--- src/rtl/spi_poll_sequencer_pkg.sv ---
// Shared definitions for the SPI poll sequencer.
// Contents: FSM state encoding, sensor data register addresses, recovery
// length, and the configuration table written after every (re)initialisation.
package spi_poll_sequencer_pkg;

   typedef enum logic [2:0] {
      INIT_WR,
      WAIT_INT,
      RD_LO,
      RD_HI,
      PUBLISH,
      RECOVER
   } state_e;

   localparam logic [5:0]  ADDR_DATA_LO   = 6'h32;
   localparam logic [5:0]  ADDR_DATA_HI   = 6'h33;
   localparam int unsigned RECOVER_CYCLES = 16;

   typedef struct packed {
      logic [5:0] addr;
      logic [7:0] data;
   } init_entry_t;

   // Sensor configuration, written in index order.
   function automatic init_entry_t init_entry(input logic [2:0] idx);
      init_entry_t e;
      case (idx)
         3'd0:    e = '{addr: 6'h31, data: 8'h40};
         3'd1:    e = '{addr: 6'h2C, data: 8'h09};
         3'd2:    e = '{addr: 6'h2F, data: 8'h00};
         3'd3:    e = '{addr: 6'h2E, data: 8'h80};
         3'd4:    e = '{addr: 6'h2D, data: 8'h08};
         default: e = '{addr: 6'h00, data: 8'h00};
      endcase
      return e;
   endfunction

endpackage

--- src/rtl/spi_poll_sequencer_int_sync.sv ---
// int_edge_sync: brings an asynchronous level into the iCLK domain through a
// two-flop synchronizer and emits a one-cycle pulse on its rising edge.
// Ports:
//   iCLK    in  clock
//   iRSTN   in  asynchronous active-low reset (clears the synchronizer)
//   iASYNC  in  asynchronous level input
//   oPULSE  out one-cycle pulse on a synchronized 0->1 transition
module int_edge_sync
   import spi_poll_sequencer_pkg::*;
(
   input  logic iCLK,
   input  logic iRSTN,
   input  logic iASYNC,
   output logic oPULSE
);

   logic meta_q, meta_d;
   logic sync_q, sync_d;
   logic prev_q, prev_d;

   always_comb begin
      meta_d = iASYNC;
      sync_d = meta_q;
      prev_d = sync_q;
   end

   always_ff @(posedge iCLK or negedge iRSTN) begin
      if (!iRSTN) begin
         meta_q <= 1'b0;
         sync_q <= 1'b0;
         prev_q <= 1'b0;
      end else begin
         meta_q <= meta_d;
         sync_q <= sync_d;
         prev_q <= prev_d;
      end
   end

   assign oPULSE = sync_q & ~prev_q;

endmodule

--- src/rtl/spi_poll_sequencer.sv ---
// spi_poll_sequencer: configures an SPI sensor after reset, then on every
// data-ready interrupt reads the X sample (low byte, then high byte) through a
// request/ack SPI byte engine and publishes the 10-bit result.
// Ports:
//   iCLK, iRSTN          clock, asynchronous active-low reset
//   iG_INT1              asynchronous data-ready interrupt
//   iSPI_ACK/iSPI_RDATA  byte engine done pulse and read byte
//   oSPI_REQ/RW/ADDR/WDATA  transfer request (level) and its attributes
//   oDIG/oDIG_VLD        latest sample and its one-cycle update strobe
//   oINIT_DONE           configuration table fully written
//   oERR/oOVR            sticky ack-timeout and interrupt-overrun flags
module spi_poll_sequencer
   import spi_poll_sequencer_pkg::*;
#(
   parameter logic [15:0] ACK_TIMEOUT = 16'd2000,
   parameter int          INIT_LEN    = 5
)(
   input  logic       iCLK,
   input  logic       iRSTN,
   input  logic       iG_INT1,
   input  logic       iSPI_ACK,
   input  logic [7:0] iSPI_RDATA,
   output logic       oSPI_REQ,
   output logic       oSPI_RW,
   output logic [5:0] oSPI_ADDR,
   output logic [7:0] oSPI_WDATA,
   output logic [9:0] oDIG,
   output logic       oDIG_VLD,
   output logic       oINIT_DONE,
   output logic       oERR,
   output logic       oOVR
);

   localparam logic [2:0] LAST_IDX  = 3'(INIT_LEN - 1);
   localparam logic [3:0] LAST_RCNT = 4'(RECOVER_CYCLES - 1);

   state_e      state_q, state_d;
   logic [2:0]  idx_q, idx_d;
   logic        req_q, req_d;
   logic        rw_q, rw_d;
   logic [5:0]  addr_q, addr_d;
   logic [7:0]  wdata_q, wdata_d;
   logic [7:0]  lo_q, lo_d;
   logic [9:0]  dig_q, dig_d;
   logic        dig_vld_q, dig_vld_d;
   logic        init_done_q, init_done_d;
   logic        err_q, err_d;
   logic        ovr_q, ovr_d;
   logic        pend_q, pend_d;
   logic        arm_q, arm_d;
   logic [15:0] tcnt_q, tcnt_d;
   logic [3:0]  rcnt_q, rcnt_d;

   logic        int_evt;
   logic        ack_seen;
   logic        timeout;
   init_entry_t entry;

   int_edge_sync u_int_sync (
      .iCLK   (iCLK),
      .iRSTN  (iRSTN),
      .iASYNC (iG_INT1),
      .oPULSE (int_evt)
   );

   // An ack only counts while a request is outstanding.
   assign ack_seen = iSPI_ACK & req_q;
   assign timeout  = req_q & ~iSPI_ACK & (tcnt_q == ACK_TIMEOUT - 16'd1);

   always_comb begin
      state_d     = state_q;
      idx_d       = idx_q;
      req_d       = req_q;
      rw_d        = rw_q;
      addr_d      = addr_q;
      wdata_d     = wdata_q;
      lo_d        = lo_q;
      dig_d       = dig_q;
      dig_vld_d   = 1'b0;
      init_done_d = init_done_q;
      err_d       = err_q;
      ovr_d       = ovr_q;
      pend_d      = pend_q;
      rcnt_d      = rcnt_q;
      arm_d       = 1'b1;
      entry       = init_entry(idx_q);

      // Interrupts arriving while busy are remembered one deep.
      if (int_evt && (state_q != WAIT_INT)) begin
         if (pend_q) ovr_d = 1'b1;
         pend_d = 1'b1;
      end

      case (state_q)
         INIT_WR: begin
            if (ack_seen) begin
               req_d = 1'b0;
               if (idx_q == LAST_IDX) begin
                  state_d     = WAIT_INT;
                  idx_d       = '0;
                  init_done_d = 1'b1;
               end else begin
                  idx_d = idx_q + 3'd1;
               end
            end else if (!req_q && arm_q) begin
               // arm_q holds off the very first request by one edge after reset.
               req_d   = 1'b1;
               rw_d    = 1'b0;
               addr_d  = entry.addr;
               wdata_d = entry.data;
            end
         end
         WAIT_INT: begin
            if (int_evt || pend_q) begin
               state_d = RD_LO;
               // Event and stored flag together: one is served, one stays queued.
               pend_d  = int_evt && pend_q;
            end
         end
         RD_LO: begin
            if (ack_seen) begin
               req_d   = 1'b0;
               lo_d    = iSPI_RDATA;
               state_d = RD_HI;
            end else if (!req_q) begin
               req_d   = 1'b1;
               rw_d    = 1'b1;
               addr_d  = ADDR_DATA_LO;
               wdata_d = 8'h00;
            end
         end
         RD_HI: begin
            if (ack_seen) begin
               req_d     = 1'b0;
               dig_d     = {iSPI_RDATA[1:0], lo_q};
               dig_vld_d = 1'b1;
               state_d   = PUBLISH;
            end else if (!req_q) begin
               req_d   = 1'b1;
               rw_d    = 1'b1;
               addr_d  = ADDR_DATA_HI;
               wdata_d = 8'h00;
            end
         end
         PUBLISH: begin
            state_d = WAIT_INT;
         end
         RECOVER: begin
            rcnt_d = rcnt_q + 4'd1;
            if (rcnt_q == LAST_RCNT) begin
               // Restart init and issue entry 0 on the same edge.
               state_d     = INIT_WR;
               idx_d       = '0;
               init_done_d = 1'b0;
               pend_d      = 1'b0;
               rcnt_d      = '0;
               req_d       = 1'b1;
               rw_d        = 1'b0;
               addr_d      = entry.addr;
               wdata_d     = entry.data;
            end
         end
         default: state_d = INIT_WR;
      endcase

      if (timeout) begin
         req_d   = 1'b0;
         err_d   = 1'b1;
         idx_d   = '0;
         rcnt_d  = '0;
         state_d = RECOVER;
      end

      // Counts cycles of the current request; zero during its first cycle.
      tcnt_d = (req_q && req_d) ? tcnt_q + 16'd1 : 16'd0;
   end

   always_ff @(posedge iCLK or negedge iRSTN) begin
      if (!iRSTN) begin
         state_q     <= INIT_WR;
         idx_q       <= '0;
         req_q       <= 1'b0;
         rw_q        <= 1'b0;
         addr_q      <= '0;
         wdata_q     <= '0;
         lo_q        <= '0;
         dig_q       <= '0;
         dig_vld_q   <= 1'b0;
         init_done_q <= 1'b0;
         err_q       <= 1'b0;
         ovr_q       <= 1'b0;
         pend_q      <= 1'b0;
         arm_q       <= 1'b0;
         tcnt_q      <= '0;
         rcnt_q      <= '0;
      end else begin
         state_q     <= state_d;
         idx_q       <= idx_d;
         req_q       <= req_d;
         rw_q        <= rw_d;
         addr_q      <= addr_d;
         wdata_q     <= wdata_d;
         lo_q        <= lo_d;
         dig_q       <= dig_d;
         dig_vld_q   <= dig_vld_d;
         init_done_q <= init_done_d;
         err_q       <= err_d;
         ovr_q       <= ovr_d;
         pend_q      <= pend_d;
         arm_q       <= arm_d;
         tcnt_q      <= tcnt_d;
         rcnt_q      <= rcnt_d;
      end
   end

   assign oSPI_REQ   = req_q;
   assign oSPI_RW    = rw_q;
   assign oSPI_ADDR  = addr_q;
   assign oSPI_WDATA = wdata_q;
   assign oDIG       = dig_q;
   assign oDIG_VLD   = dig_vld_q;
   assign oINIT_DONE = init_done_q;
   assign oERR       = err_q;
   assign oOVR       = ovr_q;

endmodule

--- config.mk ---
export PLATFORM = sky130hd
export DESIGN_NAME = spi_poll_sequencer
export DESIGN_NICKNAME = d
export VERILOG_FILES = /design/src/rtl/spi_poll_sequencer_pkg.sv /design/src/rtl/spi_poll_sequencer_int_sync.sv /design/src/rtl/spi_poll_sequencer.sv
export SDC_FILE = /design/constraint.sdc
export NUM_CORES = 1
export LEC_CHECK = 0
export ABC_AREA = 1
export CORE_MARGIN = 4
export CORE_UTILIZATION = 46
export CTS_CLUSTER_SIZE = 25
export DETAILED_ROUTE_END_ITERATION = 7
export DONT_BUFFER_PORTS = 1
export MAX_ROUTING_LAYER = met4
export PLACE_DENSITY = 0.66
export SYNTH_ARGS = -nofsm -noshare
export SYNTH_HDL_FRONTEND = slang
export SYNTH_SLANG_ARGS = --single-unit
--- constraint.sdc ---
create_clock -name iCLK -period 1.47 [get_ports iCLK]
set_input_delay 0.2205 -clock iCLK [delete_from_list [all_inputs] [get_ports iCLK]]
set_output_delay 0.2205 -clock iCLK [all_outputs]
set_load 0.01 [all_outputs]
== Word-level counts from Yosys, hierarchy flattened ==
Cells that the tools add are included.

* Flip-flop bits (word level): 69
* Latch bits: 0
* RAM bits: 0
* Bits in read-only memories: 0
* Output and inout bits: 30
* Memories: 0

* Add/subtract/negate cells: 3
* Multipliers: 0
* Divide/modulo/power cells: 0
* Order comparisons: 0
* Eq/ne operators: 29
* Shifts and indexed selects: 0
* Mux-type cells: 52
* Bitwise gates (word level): 6
* Reductions and logical operators: 22

{| class="wikitable"
|+ Operator list
! cell !! number
|-
| $pmux W14 S5 || 1
|-
| $mux W6 || 7
|-
| $mux W8 || 5
|-
| $mux W3 || 10
|-
| $pmux W6 S4 || 1
|-
| $pmux W8 S3 || 1
|-
| $ne A2 B2 Y1 const B || 11
|-
| $ne A3 B3 Y1 const B || 6
|-
| $pmux W3 S6 || 1
|-
| $mux W1 || 17
|-
| $add A16 B1 Y16 const B || 1
|-
| $eq A16 B11 Y1 const B || 1
|-
| $mux W16 || 1
|-
| $eq A3 B2 Y1 const B || 4
|-
| $mux W4 || 3
|-
| $reduce_and A6 Y1 || 2
|-
| $eq A3 B3 Y1 const B || 3
|-
| $reduce_and A8 Y1 || 1
|-
| $eq A3 B1 Y1 const B || 2
|-
| $logic_not A3 Y1 || 2
|-
| $pmux W1 S3 || 2
|-
| $pmux W3 S2 || 1
|-
| $reduce_and A2 Y1 || 3
|-
| $reduce_bool A3 Y1 || 2
|-
| other kinds (15) || 24
|}

== Depth between registers and ports, before layout ==
Gate-level depths: netlist of run 1.

* Depth in word-level cells: 8
* Mapped depth: 10

== Modules after synthesis ==
A second synthesis of run 1 with hierarchy kept.

* Cells, all modules: 392
* Area total of the unflattened synthesis: 3,268.1 um^2

{| class="wikitable"
|+ Modules (own cells, without submodules)
! module !! instances !! cells each !! area each (um^2) !! seq. area each (um^2)
|-
| spi_poll_sequencer || 1 || 387 || 3,183.1 || 1,526.5
|-
| int_edge_sync || 1 || 5 || 85.1 || 75.1
|}

== Worst setup path before layout of run 1 ==
Ideal clock, no wire load.

* Kind: register to register
* Start point: register rcnt_q[0]
* End point: register tcnt_q[8]
* Setup time: 0.128 ns
* Arrival: 1.275 ns
* Path slack: 0.068 ns
* Stages on the path, launching flop included: 11
* Buffers on the path: 1
* Clock period less this slack: 1.402 ns
* Path through: dfrtp_1 > ha_1 > nand3_1 > nand2_1 > nand2_1 > nand2_1 > inv_2 > nand2_4 > nand3_4 > buf_12 > nor2_4

* Longest elaborated chain between the ends: 6

{| class="wikitable"
|+ RTL lines
! element !! line !! text
|-
| from (decl) || spi_poll_sequencer.sv:52 || <nowiki>logic [3:0] rcnt_q, rcnt_d;</nowiki>
|-
| from (signal assigned) || spi_poll_sequencer.sv:212 || <nowiki>rcnt_q <= rcnt_d;</nowiki>
|-
| $eq A4 B4 Y1 || spi_poll_sequencer.sv:150 || <nowiki>if (rcnt_q == LAST_RCNT) begin</nowiki>
|-
| $mux W1 || spi_poll_sequencer.sv:150 ||
|-
| $pmux W1 S3 || spi_poll_sequencer.sv:94 || <nowiki>case (state_q)</nowiki>
|-
| $mux W1 || spi_poll_sequencer.sv:166 || <nowiki>if (timeout) begin</nowiki>
|-
| $logic_and A1 B1 Y1 || spi_poll_sequencer.sv:175 || <nowiki>tcnt_d = (req_q && req_d) ? tcnt_q + 16'd1 : 16'd0;</nowiki>
|-
| $mux W16 || spi_poll_sequencer.sv:175 ||
|-
| net tcnt_d[8] || spi_poll_sequencer.sv:51 || <nowiki>logic [15:0] tcnt_q, tcnt_d;</nowiki>
|-
| to (signal assigned) || spi_poll_sequencer.sv:211 || <nowiki>tcnt_q <= tcnt_d;</nowiki>
|-
| to (decl) || spi_poll_sequencer.sv:51 ||
|}

The timed path passes the listed nets, and every way through them passes these cells.
A chain may end at the register's enable or synchronous reset.

== Worst setup path after layout of run 1 ==
* Start point: register state_q[2]
* End point: register addr_q[5] (netlist: oSPI_ADDR[5])

* Longest elaborated chain between the ends: 3
* Elaborated cells on any way between the ends: 14
* Those cells by class: 10 x eq/ne; 1 x mux; 3 x reduce/logical

{| class="wikitable"
|+ RTL lines
! element !! line !! text
|-
| from (decl) || spi_poll_sequencer.sv:37 || <nowiki>state_e state_q, state_d;</nowiki>
|-
| from (signal assigned) || spi_poll_sequencer.sv:197 || <nowiki>state_q <= state_d;</nowiki>
|-
| $eq A3 B3 Y1, or another cell as far along || spi_poll_sequencer.sv:94 ||
|-
| $reduce_bool A4 Y1 (no line) / $ne A2 B2 Y1 (equally long branches) || - ||
|-
| $reduce_and A8 Y1 (no line) || - ||
|-
| to (signal assigned) || spi_poll_sequencer.sv:201 || <nowiki>addr_q <= addr_d;</nowiki>
|-
| to (decl) || spi_poll_sequencer.sv:41 || <nowiki>logic [5:0] addr_q, addr_d;</nowiki>
|}

Parallel ways exist; a longest one is shown, timed or not.

==> results.toml, run 1 <==
[run_status]
status = "finished, violations left"
violations = "negative hold slack"

[worst_setup_path]
worstPathRequired_ns = 1.70
cp.arrival_ns = 1.65
reg2reg_to = "oSPI_ADDR[5]"
crit_path_start = "state_q[2]"
cp-end-kind = "register"
crit_fanout = 10
cp_slowest_cell = "dfrtp_2"
r2r_start = "state_q[2]"
path_cells = "inv_4 > nand2_4 > nand3_4 > o21ai_4 > buf_4 > o21ai_1 > nand2_1"
crit_end = "oSPI_ADDR[5]"
timing.reg2reg.setup_slack_ns = 0.04
reg2reg_depth = 7
critPathMaxStageDelay_ns = 0.46
start_kind = "register"
worst-setup-path-type = "register to register"

[clock_network]
insertion_delay_ns = 0.34
clk_pin_slew_ns = 0.07
cts_sinks = 64
cts_hold_buffers = 1
htree_levels = 3
clk_path_buf_depth = 2
root_buffer = "clkbuf_8"
cts_tree = "done"
cts_buffers = 9

[layout]
drive_above_1_share_pct = 30.1
n_antenna_cell = 0
utilization_pct = 58.8
final_nets = 452
syn2layout_area_growth_pct = 23.4

[placement]
port-buffer-count = 0
gp_congestion = 0.840
place_ws_ns = -0.101
hpwl_um = 4680

[drt]
wl_per_cell_um = 12.9
num_vias = 2622
drc_errors = 0
drt_pass1_iterations = 4
viasPerCell = 4.91
drtIter0Drc = 85
drt_wl_total_um = 6880
postRouteAntennaNets = 0

[sta]
fin_skew_ns = 0.00898
min_period_ns = 1.43
worst_slack_ns = 0.0443
min_period_over_period_pct = 97.0
rsz0062_at_grt = "true"
drv_slew = 0
max_clock_freq_mhz = 701
hold_violations = 64
finalSetupViolCount = 0
holdWs_ns = -0.429

[yosys]
synth_common_cells = "nand2_1 (102), dfrtp_1 (64), nor2_1 (39), inv_1 (33), nand3_1 (30)"
synth_top_area_share_pct = 48.9
syn_inst = 388
synth_top_area_cell = "dfrtp_1"
syn_area_mm2 = 0.00327
yosysUniqueCellTypes = 33
yosys_warnings = 0
synthFlopType = "dfrtp_1"
yosysMostFrequentCell = "nand2_1"
synth-seq-cells = 64
synth.yosys.seq_area_share_pct = 48.9
async_reset_ff_share_pct = 100
avgSynthCellArea_um2 = 8.44
synthTopCellsByArea = "dfrtp_1 (49%), nand2_1 (12%), nand3_1 (4.6%)"
synth_edf_count = 0

[floorplan]
initial_core_util_pct = 47.7
die_area_mm2 = 0.00853
fp-row-count = 30
die_x_um = 92.4
design.portCount = 42
die-height_um = 92.4
core_area_mm2 = 0.00687

[pwr]
p_switching_mw = 3.27
power.internal_mw = 4.54
power_frac_comb_pct = 46.7
peakVddDrop_mv = 0.907
powerDensity_mw_per_mm2 = 1930
leakage_nw = 1.91
p_seq_share_pct = 36.6
sw_frac_of_total_pct = 41.9
clkPwrFrac_pct = 16.7

[job]
cap_violations = 0

[grt]
grt_overflow_total = 0
grt_max_degree = 65
grt_pass1_wl_um = 11100
grt_use_total_pct = 16.5
grt_pass1_vias = 2410
antenna_found_initial = 0

[min_path]
hold_path_class = "primary input to async pin"
per-layer routing:
layer  part of all wire, %  track usage [%]  up-vias
met5                     0                -        -
met2                    51             25.9       59
met4                   1.5             5.94        0
met1                    43             20.5     1231
met3                   4.8             4.47       12
li1                      -                -     1320
metrics by stage:
stage | hold slack (ns) | std cells | TNS (ns) | power (mW) | instance area [µm²]
final | -0.429 | 534 | 0 | 7.81 | 4040
after global routing | -0.448 | 534 | -0.539 | 8.43 | 4040
after CTS | -0.440 | 520 | 0 | 7.21 | 3740
after detailed placement | -0.0731 | 502 | -0.964 | 5.82 | 3530
after global placement | -0.0732 | 502 | -0.399 | 5.74 | 3530
after floorplan | -0.0751 | 391 | 0 | 4.99 | 3290
worst min-delay path by stage:
stage | startpoint | to | slack (ns) | cells after the start
after floorplan | iRSTN | arm_q | -0.08 | 0
after global placement | iRSTN | oSPI_ADDR[3] | -0.07 | 0
after detailed placement | iRSTN | oSPI_WDATA[0] | -0.07 | 0
after CTS | iRSTN | oSPI_WDATA[0] | -0.44 | 0
after global routing | iRSTN | oSPI_WDATA[0] | -0.45 | 0
final | iRSTN | oSPI_WDATA[6] | -0.43 | 0
worst max-delay path, delay by kind of cell, from the launching register on:
family / cells / cell delay (ns)
AND/OR/NAND/NOR: 3 / 0.31
flip-flops: 1 / 0.46
buffers and inverters: 2 / 0.31
AO/OA/AOI/OAI: 2 / 0.23
layout make-up:
class	instances	area [µm²]
timing repair buffer	41	343
multi-input combinational	276	1650
sequential	64	1610
inverter	41	159
clock buffer	13	149
fill	634	2830
clock inverter	3	17.5
tap	96	120
sequential cells by signal, indices dropped and copies added (netlist names), 3 cells and up:
register,flops
idx_q,3
tcnt_q,16
rcnt_q,4
oSPI_ADDR,5
oSPI_WDATA,4
lo_q,8
oDIG,10
state_q,3
power by group through the flow:
stage	clock, mW	combinational [mW]	sequential [mW]
finish	1.31	3.64	2.86
global route	1.42	4.08	2.93
CTS	1.34	3.05	2.82
detailed placement	0	2.96	2.86
global placement	0	2.90	2.85
floorplan	0	2.22	2.77
placed cells by master (no fill, tap or decap), drive strengths merged:
cell	count
a21oi	11
a31o	1
a41oi	1
buf	40
clkbuf	13
clkinv	3
clkinvlp	1
conb	5
dfrtp	64
dlygate4sd3	1
ha	7
inv	40
mux2	1
nand2	107
nand3	34
nand4	5
nor2	54
nor3	7
o21ai	31
o21bai	4
or2	1
xnor2	1
xor2	6
cells by family after synthesis:
group           share of synthesized area [%]
simple gates                             30.4
flops                                    48.9
buf+inv                                  7.72
compound gates                           7.83
fa+ha+maj                                2.67
xor+xnor                                 1.87
other cells                             0.229
mux                                     0.344
timing repair:
| action | 4_1_cts | 5_1_grt |
|---|---|---|
| buffers inserted | 1 | 12 |
| gates resized for setup | 4 | 56 |
| cloned | 0 | 2 |
| hold endpoints to repair | 65 | 64 |
| pin swaps | 0 | 15 |
| endpoints found under the setup margin | 14 | 47 |
No activity file was read; power rests on OpenSTA's default activity.
==> run 2, diff against run 1 <==
--- a/config.mk
+++ b/config.mk
@@ -13,6 +13,7 @@
 export DONT_BUFFER_PORTS = 1
 export MAX_ROUTING_LAYER = met4
 export PLACE_DENSITY = 0.66
+export RECOVER_POWER = 100
 export SYNTH_ARGS = -nofsm -noshare
 export SYNTH_HDL_FRONTEND = slang
 export SYNTH_SLANG_ARGS = --single-unit
==> results of run 2 <==
The final DEF is identical to that of run 1; final timing and power are the same.
